`src/rtl/split_n_if.sv`:
```
// Bundle of channels around split_n: token input L, destination select, the
// per-output R channels and the illegal-select status.
interface split_n_if #(
  parameter int WIDTH = 2,
  parameter int NOUT  = 2
);
  // Valid/ready: a token moves on a rising edge where valid and ready are both
  // high. The producer holds data stable while valid=1 and ready=0.
  logic [WIDTH-1:0]      l_data;
  logic                  l_valid;
  logic                  l_ready;
  logic [NOUT-1:0]       sel;
  logic                  sel_valid;
  logic                  sel_ready;
  logic [NOUT*WIDTH-1:0] r_data;
  logic [NOUT-1:0]       r_valid;
  logic [NOUT-1:0]       r_ready;
  logic                  sel_err;
  logic [7:0]            err_count;

  modport slave (
    input  l_data, l_valid, sel, sel_valid, r_ready,
    output l_ready, sel_ready, r_data, r_valid, sel_err, err_count
  );

  modport master (
    output l_data, l_valid, sel, sel_valid, r_ready,
    input  l_ready, sel_ready, r_data, r_valid, sel_err, err_count
  );
endinterface

```
`src/rtl/split_n.sv`:
```
// N-way token split with one FIFO per output. L and select are consumed
// together; legal tokens go to every selected output atomically, illegal ones are counted.
module split_n #(
  parameter int WIDTH     = 2,
  parameter int NOUT      = 2,
  parameter int DEPTH     = 2,
  parameter int MULTICAST = 0
) (
  input  logic     CLK,
  input  logic     RESET_N,
  split_n_if.slave s
);
  localparam int AW = $clog2(DEPTH);
  localparam int CW = AW + 1;

  logic            r_run;
  logic            r_sel_err;
  logic [7:0]      r_err_count;
  logic [NOUT-1:0] w_space;
  logic            w_multi;
  logic            w_illegal;
  logic            w_fire;

  assign w_multi   = |(s.sel & (s.sel - NOUT'(1)));
  assign w_illegal = (s.sel == '0) | ((MULTICAST == 0) & w_multi);
  // Space only from registered counts, so r_ready never reaches l_ready.
  assign w_fire    = r_run & s.l_valid & s.sel_valid & (w_illegal | (&(w_space | ~s.sel)));

  assign s.l_ready   = w_fire;
  assign s.sel_ready = w_fire;
  assign s.sel_err   = r_sel_err;
  assign s.err_count = r_err_count;

  always_ff @(posedge CLK or negedge RESET_N) begin
    if (!RESET_N) begin
      r_run       <= 1'b0;
      r_sel_err   <= 1'b0;
      r_err_count <= '0;
    end else begin
      r_run     <= 1'b1;
      r_sel_err <= w_fire & w_illegal;
      if (w_fire && w_illegal && r_err_count != 8'hFF) begin
        r_err_count <= r_err_count + 8'd1;
      end
    end
  end

  for (genvar i = 0; i < NOUT; i++) begin : g_out
    logic [WIDTH-1:0] r_mem [DEPTH];
    logic [AW-1:0]    r_wr_ptr;
    logic [AW-1:0]    r_rd_ptr;
    logic [CW-1:0]    r_count;
    logic             w_push;
    logic             w_pop;

    assign w_space[i] = (r_count < CW'(DEPTH));
    assign w_push     = w_fire & ~w_illegal & s.sel[i];
    assign w_pop      = (r_count != '0) & s.r_ready[i];

    always_ff @(posedge CLK or negedge RESET_N) begin
      if (!RESET_N) begin
        for (int k = 0; k < DEPTH; k++) begin
          r_mem[k] <= '0;
        end
        r_wr_ptr <= '0;
        r_rd_ptr <= '0;
        r_count  <= '0;
      end else begin
        if (w_push) begin
          r_mem[r_wr_ptr] <= s.l_data;
          r_wr_ptr        <= r_wr_ptr + AW'(1);
        end
        if (w_pop) begin
          r_rd_ptr <= r_rd_ptr + AW'(1);
        end
        if (w_push && !w_pop) begin
          r_count <= r_count + CW'(1);
        end else if (!w_push && w_pop) begin
          r_count <= r_count - CW'(1);
        end
      end
    end

    assign s.r_valid[i]                = (r_count != '0);
    assign s.r_data[i*WIDTH +: WIDTH]  = r_mem[r_rd_ptr];
  end
endmodule

```
`src/flat_wrapper.sv`:
```
// flat-port wrapper written by rule: the top's interface ports become plain ports
module split_n_flat 
#(
  parameter int WIDTH     = 2,
  parameter int NOUT      = 2,
  parameter int DEPTH     = 2,
  parameter int MULTICAST = 0
)
  (CLK, RESET_N, s_l_data, s_l_valid, s_sel, s_sel_valid, s_r_ready, s_l_ready, s_sel_ready, s_r_data, s_r_valid, s_sel_err, s_err_count);
  split_n_if #(.WIDTH(WIDTH), .NOUT(NOUT)) s_i ();
  input  logic CLK;
  input  logic RESET_N;
  input wire logic [$bits(s_i.l_data)-1:0] s_l_data;
  input wire logic [$bits(s_i.l_valid)-1:0] s_l_valid;
  input wire logic [$bits(s_i.sel)-1:0] s_sel;
  input wire logic [$bits(s_i.sel_valid)-1:0] s_sel_valid;
  input wire logic [$bits(s_i.r_ready)-1:0] s_r_ready;
  output wire logic [$bits(s_i.l_ready)-1:0] s_l_ready;
  output wire logic [$bits(s_i.sel_ready)-1:0] s_sel_ready;
  output wire logic [$bits(s_i.r_data)-1:0] s_r_data;
  output wire logic [$bits(s_i.r_valid)-1:0] s_r_valid;
  output wire logic [$bits(s_i.sel_err)-1:0] s_sel_err;
  output wire logic [$bits(s_i.err_count)-1:0] s_err_count;
  assign s_i.l_data = s_l_data;
  assign s_i.l_valid = s_l_valid;
  assign s_i.sel = s_sel;
  assign s_i.sel_valid = s_sel_valid;
  assign s_i.r_ready = s_r_ready;
  assign s_l_ready = s_i.l_ready;
  assign s_sel_ready = s_i.sel_ready;
  assign s_r_data = s_i.r_data;
  assign s_r_valid = s_i.r_valid;
  assign s_sel_err = s_i.sel_err;
  assign s_err_count = s_i.err_count;
  split_n #(.WIDTH(WIDTH), .NOUT(NOUT), .DEPTH(DEPTH), .MULTICAST(MULTICAST)) u_core (.CLK(CLK), .RESET_N(RESET_N), .s(s_i));
endmodule
```
`config.mk`:
```
export PLATFORM = sky130hd
export DESIGN_NAME = split_n_flat
export DESIGN_NICKNAME = d
export VERILOG_FILES = /design/src/rtl/split_n_if.sv /design/src/rtl/split_n.sv /design/src/flat_wrapper.sv
export SDC_FILE = /design/constraint.sdc
export NUM_CORES = 1
export LEC_CHECK = 0
export CORE_MARGIN = 1
export CORE_UTILIZATION = 49
export DETAILED_ROUTE_END_ITERATION = 8
export HOLD_SLACK_MARGIN = 0.03
export PLACE_DENSITY = 0.77
export SYNTH_ARGS = -nofsm -noshare
export SYNTH_HDL_FRONTEND = slang
export SYNTH_SLANG_ARGS = --single-unit
```
`constraint.sdc`:
```
create_clock -name CLK -period 1.85 [get_ports CLK]
set_input_delay 0.37 -clock CLK [delete_from_list [all_inputs] [get_ports CLK]]
set_output_delay 0.37 -clock CLK [all_outputs]
set_load 0.01 [all_outputs]
```
==> flow_summary.toml <==
[clock_tree]
cts_tree = "yes"
clk_latency_ns = 0.32
clk_path_buf_depth = 2
cts_hold_buf = 0
path_clk_slew_ns = 0.14
cts_inserted_buffers = 3
cts-root-buf = "clkbuf_4"
htree_num_levels = 1
cts.sink_count = 26

[setup_path]
cp.required_ns = 2.10
slowest_stage = "clkdlybuf4s50_1"
cp_data_arrival_time_ns = 1.99
cp_top_family = "buffers and inverters"
slowest_delay_ns = 0.46
timing.critical_path.buf_inv = 2
end_kind = "register"
path_class = "in -> reg"
cp_max_fo = 3
path_cells = "clkdlybuf4s50_1, buf_4, nor4b_4, ha_1, nor2_1, xor2_1"
cp-start-kind = "primary input"

[power]
combPwrFrac = 0.426
power_switching_mw = 0.701
p_leak_nw = 0.819
switching_share = 0.332
power_mw = 2.11
pwr_density_cell_mw_per_mm2 = 1230
peakVddDrop_mv = 0.887
pwr-share-seq = 0.435
internal_power_mw = 1.41
clockPowerShare = 0.139

[drt]
drt_iter0_markers = 9
ant_nets = 0
wire_per_inst_um = 14.8
avgViaCountPerCell = 5.20
wl_um = 2570
firstDrtPassIters = 4
drc_errors = 0
num_vias = 904

[yosys]
synth_xor_area_frac = 0.111
synth_top_area_cell = "dfrtp_1"
synthTopCellsByArea = "dfrtp_1, mux2_1, xnor2_1"
synthMuxAreaShare = 0.134
synthDominantCellAreaShare = 0.514
synthAdderAreaFrac = 0.0297
synth_warnings = 0
synth-compound-area-share = 0.0138
syn_nets = 109
yosysSeqAreaShare = 0.514
yosys.area_share.simple = 0.189
synth_top_family_by_area = "simple AND/OR/NAND/NOR gates"
yosysUniqueCellTypes = 26
synth_seq_cells = 26
syn_area_per_cell_um2 = 13.2
synth_area_mm2 = 0.00126
synthCells = 96

[timing]
setup_viol = 0
fin_crit_sh = 0.942
finalCriticalPeriod_ns = 1.74
fmax_ghz = 0.574
setup_slack_ns = 0.107
hold_viol = 0
skew_ns = 0.00355
rsz0062_at_grt = "false"
drv_slew = 0

[floorplan]
design.core.area_mm2 = 0.00245
start_util = 0.515
placementRows = 18
die_height_um = 52.8
die_x_um = 52.8
die-area_mm2 = 0.00279
io_pins = 27

[cells_and_area]
area.sequential_um2 = 652
final_util = 0.698
stdcell_area_mm2 = 0.00171
antennaDiodeCount = 0
instances_no_fill = 174
fin_nets = 158
drive_gt1_frac = 0.285
fillers = 200
multiInputGateArea_um2 = 609
syn_to_final_growth_pct = 35.4

[placed_design]
place_congestion = 0.664
dp_slack_ns = -0.285
placed_cells = 162
post-dp-hpwl_um = 1890
io_buffers = 26
place_area_mm2 = 0.00164

[global_routing]
grt_usage = 0.212
globalRouteOverflowTotal = 0
antenna_found_initial = 0
grt_pass1_vias = 882
grt_max_degree = 27
grt_pass1_wl_um = 4170

[run]
cap_viol_max_count = 0

[outcome]
status = "finished clean"

[worst_hold_path]
min_path_type = "in -> async"
kinds of logic after synthesis:
group | count (synthesis)
xor gates and xnor gates | 16
other | 1
adders and majority gates | 3
and+or+nand+nor | 32
muxes | 14
buffers and inverters | 1
AOI/OAI and AO/OA | 3
DFF | 26
placed cells by master (no fill, tap or decap), types with 2 or more instances in the layout:
master,n
and2b_1,2
and3_1,2
buf_4,19
clkbuf_2,4
clkbuf_4,3
clkdlybuf4s50_1,18
dfrtp_1,25
dlygate4sd2_1,4
ha_1,3
mux2_1,11
mux2_4,3
nand2_1,7
nand2_2,3
nand4_1,3
nor2_1,3
nor2_2,2
nor4b_4,2
or2_1,2
xnor2_1,9
xor2_1,7
flip-flops by register name, indices dropped and copies added, names as in the netlist:
name,count
u_core.g_out.r_mem,8
u_core.s.sel_err,1
u_core.g_out.r_rd_ptr,2
u_core.s.err_count,8
u_core.g_out.r_count,4
u_core.g_out.r_wr_ptr,2
u_core.r_run,1
final cells by class:
| type | count | share of cell area |
|---|---|---|
| tap | 30 | 0.0219 |
| sequential | 26 | 0.381 |
| multi-input combinational | 69 | 0.356 |
| timing repair buffer | 45 | 0.221 |
| clock buffer | 4 | 0.0212 |
worst reg2reg max path, stage by stage (launching register included):
cell     delay [ns]
dfrtp_1        0.41
buf_4          0.15
buf_4          0.14
nor4b_4        0.31
ha_1           0.21
xor2_1         0.17
nor2_1         0.07
xor2_1         0.14
synthesized netlist by cell type (all sizes together):
| cell | count |
|---|---|
| conb | 1 |
| xor2 | 7 |
| xnor2 | 9 |
| a21oi | 1 |
| mux2 | 14 |
| o22ai | 1 |
| or2 | 2 |
| and4 | 1 |
| nor2 | 5 |
| nor3b | 1 |
| a31oi | 1 |
| ha | 3 |
| dfrtp | 26 |
| nand3 | 3 |
| nand2 | 10 |
| and3 | 2 |
| nor4b | 2 |
| nand4 | 3 |
| nand2b | 1 |
| buf | 1 |
| and2b | 2 |
stage by stage:
step	hold WS, ns	setup TNS (ns)
floorplan	0.0744	0
global placement	0.461	-1.98
detailed placement	0.474	-2.70
CTS	0.401	0
global route	0.441	0
finish	0.395	0
per-layer routing:
metal	track usage	up-vias	wire, um
met4	0.0789	0	15
met2	0.352	13	1390
met5	0	-	0
met3	0.0261	2	67
met1	0.278	457	1100
li1	-	432	-
worst paths after layout:
path                                                          endpoint                                    from  slack [ns]  cells past startpoint
worst max-delay path            u_core.g_out[0].r_count[1]$_DFFE_PN0P_                                s_sel[1]        0.11                      6
worst max register to register  u_core.g_out[1].r_count[1]$_DFFE_PN0P_  u_core.g_out[1].r_count[1]$_DFFE_PN0P_        0.17                      7
worst min register to register    u_core.g_out[0].r_mem[2]$_DFFE_PN0P_    u_core.g_out[0].r_mem[2]$_DFFE_PN0P_        0.50                      1
worst min-delay path                 u_core.s.err_count[5]$_DFFE_PN0P_                                 RESET_N        0.40                      2
min in group CLK                  u_core.g_out[0].r_mem[2]$_DFFE_PN0P_    u_core.g_out[0].r_mem[2]$_DFFE_PN0P_        0.50                      1
max in group asynchronous       u_core.g_out[0].r_count[1]$_DFFE_PN0P_                                 RESET_N        1.19                      2
power by group through the flow:
stage	clock network [mW]	logic [mW]	registers, mW
after floorplan	0	0.392	0.952
after global placement	0	0.733	0.952
after detailed placement	0	0.773	0.977
after CTS	0.297	0.916	0.918
after global routing	0.315	0.978	0.940
final	0.293	0.899	0.918
what timing repair did:
item / 4_1_cts / 5_1_grt
buffers inserted: 8 / 0
gates resized for setup: 12 / 6
setup endpoints to repair: 8 / 4
No activity file was read; power rests on OpenSTA's default activity.
